==> config.mk <==
export PLATFORM = sky130hd
export DESIGN_NAME = answer_judge
export DESIGN_NICKNAME = d
export VERILOG_FILES = /design/src/rtl/answer_judge.sv
export SDC_FILE = /design/constraint.sdc
export NUM_CORES = 1
export LEC_CHECK = 0
export CAP_MARGIN = 0
export CORE_ASPECT_RATIO = 0.75
export CORE_UTILIZATION = 55
export DETAILED_ROUTE_END_ITERATION = 10
export PLACE_DENSITY = 0.83
export SLEW_MARGIN = 20
export SYNTH_ARGS = -nofsm -noshare
export SYNTH_HDL_FRONTEND = slang
export SYNTH_SLANG_ARGS = --single-unit
==> constraint.sdc <==
create_clock -name CLK -period 4.95 [get_ports CLK]
set_input_delay 0.99 -clock CLK [delete_from_list [all_inputs] [get_ports CLK]]
set_output_delay 0.99 -clock CLK [all_outputs]
set_load 0.03 [all_outputs]
==> src/rtl/answer_judge.sv <==
// rtl/answer_judge.sv - factorization answer judge, checks d1*d2*d3 == N with a timeout (optional streak counter: STREAK_EN)
module answer_judge #(
  parameter int TIME_LIMIT = 500000000,
  parameter int TW         = 32
) (
  input  logic        CLK,
  input  logic        RST,
  input  logic [3:0]  STATE,
  input  logic [23:0] QUESTION,
  input  logic        DEC,
  input  logic [3:0]  COUNT1_OUT,
  input  logic [3:0]  COUNT2_OUT,
  input  logic [3:0]  COUNT3_OUT,
  output logic [1:0]  RESULT,
  output logic        RES_VALID,
  output logic        BUSY,
  output logic [3:0]  STREAK
);

  localparam logic [3:0]    ST_INPUT    = 4'b0100;
  localparam logic [1:0]    RES_CORRECT = 2'b01;
  localparam logic [1:0]    RES_WRONG   = 2'b10;
  localparam logic [1:0]    RES_TIMEOUT = 2'b11;
  localparam logic [TW-1:0] LIMIT_LAST  = TW'(TIME_LIMIT - 1);
  // Parking value once the timeout has fired, so it fires only once per INPUT stay
  localparam logic [TW-1:0] LIMIT_DONE  = TW'(TIME_LIMIT);

  typedef enum logic [2:0] {S_IDLE, S_WAIT, S_MUL1, S_MUL2, S_CMP} state_t;

  state_t        state_q, state_d;
  logic [3:0]    d1_q, d2_q, d3_q;
  logic [3:0]    q_h, q_t, q_o;
  logic [9:0]    prod_q;
  logic [TW-1:0] timer_q;
  logic [9:0]    n_val;
  logic          in_input;
  logic          timeout_fire;
  logic          verdict_ok;
  logic          unused_question;

  assign unused_question = ^QUESTION[11:0];
  assign in_input        = (STATE == ST_INPUT);
  assign BUSY            = (state_q != S_IDLE);

  // A pending decide on the same edge takes precedence over the timeout
  assign timeout_fire = in_input && (state_q == S_IDLE) && !DEC && (timer_q == LIMIT_LAST);

  // Target number from the captured BCD digits; invalid nibbles are rejected separately
  assign n_val = 10'(q_h) * 10'd100 + 10'(q_t) * 10'd10 + 10'(q_o);

  assign verdict_ok = (q_h <= 4'd9) && (q_t <= 4'd9) && (q_o <= 4'd9) &&
                      (d1_q != 4'd0) && (d2_q != 4'd0) && (d3_q != 4'd0) &&
                      (n_val != 10'd0) && (prod_q == n_val);

  // FSM state register
  always_ff @(posedge CLK) begin
    if (RST) state_q <= S_IDLE;
    else     state_q <= state_d;
  end

  // Next-state logic; leaving INPUT mid-judgment aborts silently
  always_comb begin
    state_d = state_q;
    case (state_q)
      S_IDLE:  if (in_input && DEC) state_d = S_WAIT;
      S_WAIT:  state_d = in_input ? S_MUL1 : S_IDLE;
      S_MUL1:  state_d = in_input ? S_MUL2 : S_IDLE;
      S_MUL2:  state_d = in_input ? S_CMP  : S_IDLE;
      S_CMP:   state_d = S_IDLE;
      default: state_d = S_IDLE;
    endcase
  end

  // Operand capture, sequential multiply, verdict and timeout timer
  always_ff @(posedge CLK) begin
    if (RST) begin
      d1_q      <= 4'd0;
      d2_q      <= 4'd0;
      d3_q      <= 4'd0;
      q_h       <= 4'd0;
      q_t       <= 4'd0;
      q_o       <= 4'd0;
      prod_q    <= 10'd0;
      timer_q   <= '0;
      RESULT    <= 2'b00;
      RES_VALID <= 1'b0;
    end else begin
      RES_VALID <= 1'b0;
      if (state_q == S_WAIT) begin
        d1_q <= COUNT1_OUT;
        d2_q <= COUNT2_OUT;
        d3_q <= COUNT3_OUT;
        q_h  <= QUESTION[23:20];
        q_t  <= QUESTION[19:16];
        q_o  <= QUESTION[15:12];
      end
      if (state_q == S_MUL1) prod_q <= 10'(8'(d1_q) * 8'(d2_q));
      if (state_q == S_MUL2) prod_q <= prod_q * 10'(d3_q);
      if (state_q == S_CMP) begin
        RESULT    <= verdict_ok ? RES_CORRECT : RES_WRONG;
        RES_VALID <= 1'b1;
      end
      if (!in_input) begin
        timer_q <= '0;
      end else if (state_q == S_IDLE) begin
        if (DEC) begin
          timer_q <= '0;
        end else if (timeout_fire) begin
          timer_q   <= LIMIT_DONE;
          RESULT    <= RES_TIMEOUT;
          RES_VALID <= 1'b1;
        end else if (timer_q < LIMIT_LAST) begin
          timer_q <= timer_q + 1'b1;
        end
      end
    end
  end

`ifdef STREAK_EN
  logic [3:0] streak_q;
  assign STREAK = streak_q;

  // Consecutive-correct counter, saturating at 9, cleared by any miss
  always_ff @(posedge CLK) begin
    if (RST) begin
      streak_q <= 4'd0;
    end else if (state_q == S_CMP) begin
      if (!verdict_ok)             streak_q <= 4'd0;
      else if (streak_q < 4'd9)    streak_q <= streak_q + 4'd1;
    end else if (timeout_fire) begin
      streak_q <= 4'd0;
    end
  end
`else
  assign STREAK = 4'b0;
`endif

endmodule

== Word-level counts from Yosys, hierarchy flattened ==
Cells that the tools add are included.
Operators by class
  bitwise operators: 1
  $lt $le $gt $ge: 4
  mux-type cells: 21
  reduce and logical (&&, ||, !) cells: 22
  equal/unequal tests: 8
  add/subtract/negate cells: 3
  multipliers: 4
Operator list (number)
  32-bit 2-to-1 mux: 3
  32-bit by 1-bit adder with 32-bit output, second input constant: 1
  32-bit by 29-bit equality test with 1-bit output, second input constant: 1
  32-bit by 29-bit < comparator with 1-bit output, second input constant: 1
  10-bit 2-to-1 mux: 2
  2-bit 2-to-1 mux: 8
  4-bit less-or-equal comparator, second input constant: 3
  3-bit one-hot mux with 4 select lines: 1
  4-bit nonzero test: 3
  1-bit logical AND: 11
  10-bit by 4-bit adder with 10-bit output: 1
  10-bit by 8-bit adder with 10-bit output: 1
  10-bit equality test: 1
  10-bit by 4-bit multiplier with 10-bit output: 1
  10-bit nonzero test: 1
  4-bit by 4-bit multiplier with 8-bit output: 1
  4-bit by 5-bit multiplier with 8-bit output, second input constant: 1
  4-bit by 3-bit multiplier with 7-bit output, second input constant: 1
  3-bit by 2-bit equality test with 1-bit output, second input constant: 2
  3-bit 2-to-1 mux: 2
  3-bit nonzero test: 2
  1-bit 2-to-1 mux: 5
  4-bit by 3-bit equality test with 1-bit output, second input constant: 1
  3-bit by 1-bit equality test with 1-bit output, second input constant: 1
  8 further kinds: 8
Storage, ports and cells
  bits of input ports: 43
  output and inout bits: 8
  register bits: 72

== Longest topological paths before layout ==
  depth in word-level cells: 14
  mapped depth: 16
  gate-level depth less buffers: 15

== Worst setup path after synthesis ==
Ideal clock, no wire load.
  path type: register to register
  start: register q_h[0]
  end: register RESULT[1]
  path buffers: 1
  slack: 1332 ps
  library setup time: 70 ps
  required time: 4880 ps
  cell stages (with the launch flop): 17
  arrival time: 3548 ps
  cells stage by stage: dfxtp_1 -> inv_1 -> ha_1 -> ha_1 -> inv_1 -> fa_1 -> inv_1 -> ha_1 -> ha_1 -> clkbuf_1 -> inv_1 -> a2111oi_0 -> o221ai_1 -> o211ai_1 -> o21bai_1 -> a32o_1 -> a21oi_1
Between the ends
  word-level cells in the longest chain between the ends: 14
RTL lines
  from (decl): line 32  | logic [3:0] q_h, q_t, q_o;
  from (signal assigned): line 93  | q_h <= QUESTION[23:20];
  parallel branches: the longest is 7 deep, another holds 10-bit by 8-bit adder with 10-bit output
  1-bit logical AND (*): line 53  | (n_val != 10'd0) && (prod_q == n_val);
  2-bit 2-to-1 mux (*): line 100  | RESULT <= verdict_ok ? RES_CORRECT : RES_WRONG;
  2-bit 2-to-1 mux (*): line 99  | if (state_q == S_CMP) begin
  2-bit 2-to-1 mux: line 108  | end else if (timeout_fire) begin
  2-bit 2-to-1 mux: line 106  | if (DEC) begin
  2-bit 2-to-1 mux: line 105  | end else if (state_q == S_IDLE) begin
  2-bit 2-to-1 mux (*): line 103  | if (!in_input) begin
  to (signal assigned): line 100
  to (decl): line 14  | output logic [1:0] RESULT,
Mark *: on every way between the ends.
A chain may end at the register's enable or synchronous reset.

== Worst setup path after layout ==
Same ends and word-level chain as after synthesis.

==> qor.yml <==
rsz0062_at_grt: "false"
syn_area_per_cell_um2: 7.983
final_max_slew_viol_count: 0
period_minus_slack_ps: 4101
synth_edf_count: 0
core_um2: 9774
p_leak_nw: 2.712
crit_start: "q_h[0]"
portBuffers: 34
cts-resized-gates: 0
initial_utilization_pct: 57.17
max-vdd-ir-drop_uv: 216.9
num_vias: 5193
netlist_instances: 700
layout-area-overhead-vs-synth_pct: 12.94
avgRoutedWirePerCell_um: 16.65
p_clk_share_pct: 52.3
grt_overflow_total: 0
cap_viol_max_count: 0
antenna_cells: 0
hold_violations: 0
die_y_um: 89.29
die_x_um: 118.4
clockRootBuffer: "clkbuf_16"
drive_gt1_share_pct: 4.868
globalplace.congestion: 0.8914
maxSlewHeadroom_pct: 54.63
drtIter0Drc: 471
synth_xor_area_share_pct: 6.113
clk_latency_ps: 330
fin_worst_skew_ps: 5.885
grt_usage_pct: 28.19
synth_top_family_by_area: "simple AND/OR/NAND/NOR gates"
cts_tree: "built"
p_switching_mw: 0.2947
numCtsBuffers: 9
grt_max_degree: 41
synth_compound_area_share_pct: 18.85
seqPwrFrac_pct: 42.7
yosysSeqAreaShare_pct: 25.79
clockBufferDepth: 2
hold_buffers: 0
cpMostUsedCell: "ha_1"
fmax_ghz: 0.2439
route.detailed.drc: 0
cp-end-kind: "flop"
outcome: "finished, final reports clean"
worstPathRequired_ps: 5150
setup_slack_ps: 849.4
synthDistinctLibCells: 66
cp_slowest_cell: "ha_1"
r2r-start: "q_h[0]"
ys.flop_type: "dfxtp_1"
critical_path_buf_inv_count: 3
setup-tns-final_ps: 0
final_common_cell: "nand2_1"
final.fill_count: 859
synthSimpleGateAreaFrac_pct: 23.22
drt_wl_total_um: 14170
fp-row-count: 31
p_int_mw: 1.072
synthAdderAreaFrac_pct: 19.08
grt_first_pass_wirelength_um: 23680
async_flop_share_pct: 0
viasPerCell: 6.102
powerDensity_nw_per_um2: 216.5
worstHoldStart: "q_o[1]"
layout_common_cells: "nand2_1, dfxtp_1, a21oi_1"
htree_levels: 3
worstMarginPinSlew_ps: 673.4
ys_seq_elements: 72
reg2reg_slack_ps: 850
startpoint_type: "flop"
switching_share_pct: 21.56
period_share_pct: 82.84
post-cts-setup-buffers: 0
post-place-ws_ps: 852.3
slowest_delay_ps: 510
clkTransAtPathRegs_ps: 60
dieArea_um2: 10570
ios: 51
clock_sinks: 72
power_frac_comb_pct: 5.0
yosys-mux-area-fraction_pct: 0.7165
hp-class: "flop to flop"
dr.pass1.iters: 4
yosysWarnings: 0
nets: 829
drtAntennaViolNets: 0
path_class: "flop to flop"
grt_pass1_vias: 4922
critPathTopFamily: "adder cells"
crit_chain: "inv_1 > ha_1 > ha_1 > inv_1 > fa_1 > inv_1 > ha_1 > ha_1 > nor2b_1 > a2111oi_0 > nand4_1 > nor4_1 > a32o_1 > a21oi_1"
syn_area_um2: 5588
cp_max_fo: 11
setup_violations: 0
antenna_found_initial: 0
hpwl_um: 10680
cp.arrival_ps: 4300
[cells by family (layout without fill, tap and decap cells)]
logic type,count (synthesis),count (layout)
multiplexers,4,4
buffers and inverters,87,103
XOR/XNOR,39,39
adder cells (fa/ha/maj),72,72
flip-flops,72,72
AO/OA/AOI/OAI,161,161
other,1,4
AND/OR/NAND/NOR,264,264
[state kept, by name, indices dropped and copies added (netlist names)]
register and cells:
timer_q 32, prod_q 10, d1_q 4, d2_q 4
d3_q 4, q_h 4, q_o 4, q_t 4
state_q 3, RESULT 2, RES_VALID 1
[power groups by stage]
stage	clock (mW)	sequential [mW]	combinational, mW
after floorplan	0	0.595	0.0357
after global placement	0	0.597	0.0653
after detailed placement	0	0.597	0.0664
after CTS	0.722	0.584	0.0669
after global routing	0.744	0.584	0.0732
final	0.715	0.584	0.0679
[stage by stage]
stage | instance area (um2) | util [%] | total power [mW] | cells | hold WS (ps)
floorplan | 5599 | - | 0.6310 | 703 | 438.1
global placement | 5976 | 61.14 | 0.6619 | 835 | 453.7
global route | 6311 | 64.57 | 1.402 | 851 | 504.2
CTS | 6306 | 64.52 | 1.373 | 851 | 478.4
finish | 6311 | 64.57 | 1.367 | 851 | 480.0
detailed placement | 5976 | 61.14 | 0.6631 | 835 | 467.4
[layout make-up]
class / instances / area, um2 / share of cell area [%]
Timing Repair Buffer: 37 / 362.8 / 5.749
Inverter: 50 / 187.7 / 2.974
Clock inverter: 6 / 91.34 / 1.447
Sequential cell: 72 / 1441 / 22.84
Multi-Input combinational cell: 544 / 3824 / 60.59
Clock buffer: 10 / 239.0 / 3.787
Tap cell: 132 / 165.2 / 2.617
[per-layer routing]
| metal | vias up | share of wire [%] | global-route usage [%] |
|---|---|---|---|
| met5 | - | 0 | 0 |
| met4 | 0 | 1.1 | 6.904 |
| met3 | 25 | 8.3 | 5.867 |
| met2 | 237 | 43 | 45.29 |
| met1 | 2447 | 47 | 39.20 |
| li1 | 2484 | - | - |
[worst reg2reg max path, delay by kind of cell (launching register included)]
family | cells | cell delay (ps)
AO/OA/AOI/OAI | 3 | 840
adder cells (fa/ha/maj) | 5 | 1660
buffers and inverters | 3 | 190
flip-flops | 1 | 460
AND/OR/NAND/NOR | 3 | 820
[worst paths after layout]
| path | depth (start not counted) | to |
|---|---|---|
| hold / removal | 2 | q_o[1] |
| setup reg to reg | 14 | RESULT[1] |
| setup / recovery | 14 | RESULT[1] |
| hold reg to reg | 2 | q_o[1] |
[synthesized netlist by cell type (2+ instances only)]
library cell,number,share of area [%]
a21oi_1,56,5.0
o21ai_0,26,2.3
clkbuf_1,31,2.1
o211ai_1,7,0.94
nand4b_1,2,0.31
o21a_1,4,0.54
a21o_1,9,1.2
nor2_1,49,3.3
nand2b_1,2,0.22
fa_1,22,7.9
o221a_2,5,1.0
o221ai_1,2,0.31
nor2b_1,6,0.67
or4_1,3,0.40
o2111ai_1,5,0.78
nand3_1,16,1.4
nand2_1,102,6.9
o21bai_1,3,0.40
o41ai_1,4,0.63
mux2i_1,4,0.72
xor2_1,18,2.8
a2111oi_0,7,1.1
buf_2,2,0.18
nand4_1,11,1.2
inv_1,50,3.4
nor3_1,11,0.99
a211oi_1,8,1.1
xnor2_1,21,3.3
or3_1,4,0.45
dfxtp_1,72,26
nor4_1,7,0.78
o21ai_1,2,0.18
and3_1,11,1.2
a211o_1,2,0.31
nor3b_1,5,0.67
ha_1,50,11
and2_1,23,2.6
buf_4,4,0.54
a31oi_1,6,0.67
or2_2,2,0.22
Note: power is estimated with default switching activity, not from simulation.
